===== src/rtl/spi_crc_accum.sv =====
// Chunk-serial CRC accumulator for SPI frames: folds each accepted word into the running
// remainder WCODE bits per clock, MSB chunk first, and flags the final CRC of each frame.
module spi_crc_accum #(
  parameter int                WDATA = 8,
  parameter int                WCODE = 4,
  parameter int                WPOLY = 4,
  parameter logic [WPOLY-1:0]  POLY  = 4'b1011,
  parameter logic [WPOLY-2:0]  INIT  = '0
) (
  input  logic             i_clk,
  input  logic             i_rst,
  input  logic             i_start,
  input  logic             i_valid,
  output logic             o_ready,
  input  logic [WDATA-1:0] i_data,
  input  logic             i_last,
  input  logic [WPOLY-2:0] i_crc_ref,
  output logic [WPOLY-2:0] o_crc,
  output logic             o_done,
  output logic             o_match
);

  localparam int N  = WDATA / WCODE;
  localparam int K  = WPOLY - 1;
  localparam int CW = (N > 1) ? $clog2(N) : 1;

  typedef enum logic {IDLE, BUSY} state_t;

  state_t           state;
  logic [CW-1:0]    cnt;
  logic [WDATA-1:0] word;
  logic             last_q;
  logic [K-1:0]     ref_q;
  logic [K-1:0]     crc_next;

  // One chunk through the evaluator: the remainder is pre-aligned onto the chunk MSBs,
  // then the WCODE bits are divided out with a zero-seeded remainder.
  function automatic logic [K-1:0] crc_step(input logic [K-1:0] r, input logic [WCODE-1:0] c);
    logic [WCODE-1:0] d;
    logic [K-1:0]     x;
    logic             fb;
    d = c ^ (WCODE'(r) << (WCODE - K));
    x = '0;
    for (int i = WCODE - 1; i >= 0; i--) begin
      fb = x[K-1] ^ d[i];
      x  = x << 1;
      if (fb) x = x ^ POLY[K-1:0];
    end
    return x;
  endfunction

  always_comb begin
    crc_next = crc_step(o_crc, word[WDATA-1 -: WCODE]);
  end

  assign o_ready = (state == IDLE);

  always_ff @(posedge i_clk or posedge i_rst) begin
    if (i_rst) begin
      state   <= IDLE;
      cnt     <= '0;
      word    <= '0;
      last_q  <= 1'b0;
      ref_q   <= '0;
      o_crc   <= INIT;
      o_done  <= 1'b0;
      o_match <= 1'b0;
    end else begin
      o_done <= 1'b0;
      if (i_start) begin
        o_crc   <= INIT;
        o_match <= 1'b0;
        state   <= IDLE;
        if (state == IDLE && i_valid) begin
          word   <= i_data;
          last_q <= i_last;
          ref_q  <= i_crc_ref;
          cnt    <= CW'(N - 1);
          state  <= BUSY;
        end
      end else begin
        case (state)
          IDLE: begin
            if (i_valid) begin
              word   <= i_data;
              last_q <= i_last;
              ref_q  <= i_crc_ref;
              cnt    <= CW'(N - 1);
              state  <= BUSY;
            end
          end
          BUSY: begin
            o_crc <= crc_next;
            word  <= word << WCODE;
            if (cnt == '0) begin
              state <= IDLE;
              if (last_q) begin
                o_done  <= 1'b1;
                o_match <= (crc_next == ref_q);
              end
            end else begin
              cnt <= cnt - 1'b1;
            end
          end
          default: state <= IDLE;
        endcase
      end
    end
  end

endmodule


===== config.mk =====
export PLATFORM = sky130hd
export DESIGN_NAME = spi_crc_accum
export DESIGN_NICKNAME = d
export VERILOG_FILES = /design/src/rtl/spi_crc_accum.sv
export SDC_FILE = /design/constraint.sdc
export NUM_CORES = 1
export LEC_CHECK = 0
export CAP_MARGIN = 5
export CORE_MARGIN = 2
export CORE_UTILIZATION = 48
export DETAILED_ROUTE_END_ITERATION = 10
export PLACE_DENSITY = 0.76
export SYNTH_ARGS = -nofsm -noshare
export SYNTH_HDL_FRONTEND = slang
export SYNTH_SLANG_ARGS = --single-unit
export TNS_END_PERCENT = 5

===== constraint.sdc =====
create_clock -name i_clk -period 1.7 [get_ports i_clk]
set_input_delay 0.255 -clock i_clk [delete_from_list [all_inputs] [get_ports i_clk]]
set_output_delay 0.255 -clock i_clk [all_outputs]
set_load 0.005 [all_outputs]

==> results.json <==
{
  "synthTopCellsByArea": "dfrtp_1, xnor2_1, mux2_2, mux2i_1, a22o_1",
  "post_drt_wl_per_cell_um": 12.59,
  "worstMarginPinSlew_ns": 0.3287,
  "routed_wl_mm": 1.725,
  "ff2ff_setup_slack_ns": 0.15,
  "overflow": 0,
  "yosysUniqueCellTypes": 21,
  "rsz0062_at_grt": "no",
  "r2r_end": "o_match",
  "relSlewSlack_pct": 78.00,
  "htree_levels": 1,
  "die_x_um": 47.95,
  "start_kind": "flop",
  "place_area_sq_mm": 0.001210,
  "whs_ns": 0.2676,
  "finalSetupTns_ns": 0,
  "io_pins": 22,
  "placedCellCount": 133,
  "synth_cells": 83,
  "place_hpwl_mm": 1.353,
  "synth.net_count": 99,
  "setup_viol": 0,
  "clk_path_buf_depth": 2,
  "r2r_start": "word[6]",
  "tritoncts": "built",
  "synth_top_area_cell": "dfrtp_1",
  "drc_errors": 0,
  "grt_pass1_vias": 587,
  "syn2layout_area_growth_pct": 33.33,
  "drv_cap": 0,
  "drtPass1Iterations": 4,
  "fin_total_pwr_mw": 1.801,
  "drtIter0Drc": 8,
  "ys_seq_area_share_pct": 51.28,
  "fmax_mhz": 619.3,
  "slowest_delay_ns": 0.52,
  "cts_setup_buffers": 0,
  "antenna_found_initial": 0,
  "num_antenna_cells": 0,
  "routed_via_density": 4.949,
  "synth.avg_cell_area_sq_um": 11.17,
  "crit_type": "flop to primary output",
  "fin_crit_ns": 1.615,
  "fin_nets": 129,
  "postLayoutCellArea_sq_mm": 0.001236,
  "timing.final.ws_setup_ns": 0.08532,
  "fin_crit_sh_pct": 94.98,
  "syn_area_sq_um": 927.1,
  "hold_path_class": "primary input to async pin",
  "grt_max_degree": 20,
  "cts_resized": 0,
  "cts.sinks": 19,
  "final_common_cell": "clkdlybuf4s50_1",
  "reg2regPathDepth": 5,
  "coreArea_sq_mm": 0.001764,
  "routabilityCongestion": 0.8270,
  "dieArea_sq_mm": 0.002299,
  "drt.antenna.violating_nets": 0,
  "numCtsBuffers": 3,
  "initial_core_util_pct": 52.55,
  "utilization_pct": 70.07,
  "skew_ns": 0.01023,
  "finalNonFillerCells": 137,
  "clkLatencyLatePin_ns": 0.29,
  "io_buffer_count": 21,
  "critPathSlowestCell": "clkdlybuf4s50_1",
  "synth_top_area_share_pct": 51.28,
  "cp-end-kind": "primary output",
  "worstPathCellList": "inv_1 > clkdlybuf4s50_1",
  "hold_viol": 0,
  "grt_usage_pct": 17.11,
  "row_count": 15,
  "cp_max_fo": 5,
  "p_leak_nw": 0.5445,
  "clockRootBuffer": "clkbuf_4",
  "finalMaxSlewViolations": 0,
  "dp_slack_ns": 0.1413,
  "status": "completed",
  "ir_worst_vdd_v": 0.0008969,
  "final_cell_mix": "clkdlybuf4s50_1, dfrtp_1, xnor2_1",
  "die_h_um": 47.95,
  "grt_pass1_wl_mm": 2.677,
  "drive_gt1_share_pct": 13.39,
  "cts_hold_buffers": 0,
  "ys_ff_latch": 19,
  "pwr_density_cell_mw_per_mm2": 1457,
  "cp.arrival_ns": 1.36,
  "clk_pin_slew_ns": 0.11,
  "vias": 678,
  "yosys_warnings": 0,
  "required_ns": 1.44
}
area by class of cell:
cell class	count	area (sq um)
fillers	152	528.0
flip-flops and latches	19	475.5
multi-input cells	58	429.2
repair buffers	28	262.8
well taps	25	31.28
clock buffers	4	26.28
inverters	3	11.26
worst max-delay path: cells and delay by family (launching register included):
kind	cells	cell delay [ns]
flip-flops	1	0.42
buffers and inverters	2	0.66
registers in the layout (all words and copies together), names as in the netlist:
name and cells:
o_match 1, cnt 1, word 8, last_q 1, o_done 1, state 1, ref_q 3, o_crc 3
kinds of logic after synthesis:
group | count (synthesis) | synth area share [%]
compound gates | 16 | 12.15
mux | 8 | 9.177
simple gates | 20 | 10.93
flops | 19 | 51.28
buf+inv | 6 | 2.429
xor+xnor | 14 | 14.04
where the power goes:
group	internal [mW]	switching (mW)	leakage, nW	total [mW]
Combinational	0.510	0.383	0.294	0.894
Sequential	0.571	0.116	0.235	0.687
Clock	0.0910	0.130	0.0150	0.221
Total	1.17	0.629	0.544	1.80
worst max-delay path by stage:
stage | from | endpoint | cells past startpoint
floorplan | o_crc[1] | o_match | 5
global placement | i_valid | ref_q[1] | 4
detailed placement | i_valid | ref_q[2] | 4
CTS | state | o_ready | 2
global route | state | o_ready | 2
finish | state | o_ready | 2
cell usage after synthesis:
cell	n
dfrtp_1	19
xnor2_1	10
nor2_1	7
nor2b_1	5
a211oi_1	4
a22o_1	4
mux2_2	4
mux2i_1	4
nand2_1	4
a21oi_1	3
inv_1	3
nand3b_1	3
xor2_1	3
clkbuf_1	2
o21ai_0	2
a21o_1	1
a22oi_1	1
and2_1	1
buf_1	1
o31ai_1	1
xnor2_2	1
routing by layer:
layer | global-route usage [%] | wire, um
met1 | 26.00 | 866
met2 | 24.53 | 777
met3 | 3.396 | 76
met4 | 4.865 | 6
met5 | 0 | 0
No activity file was read; power rests on OpenSTA's default activity.
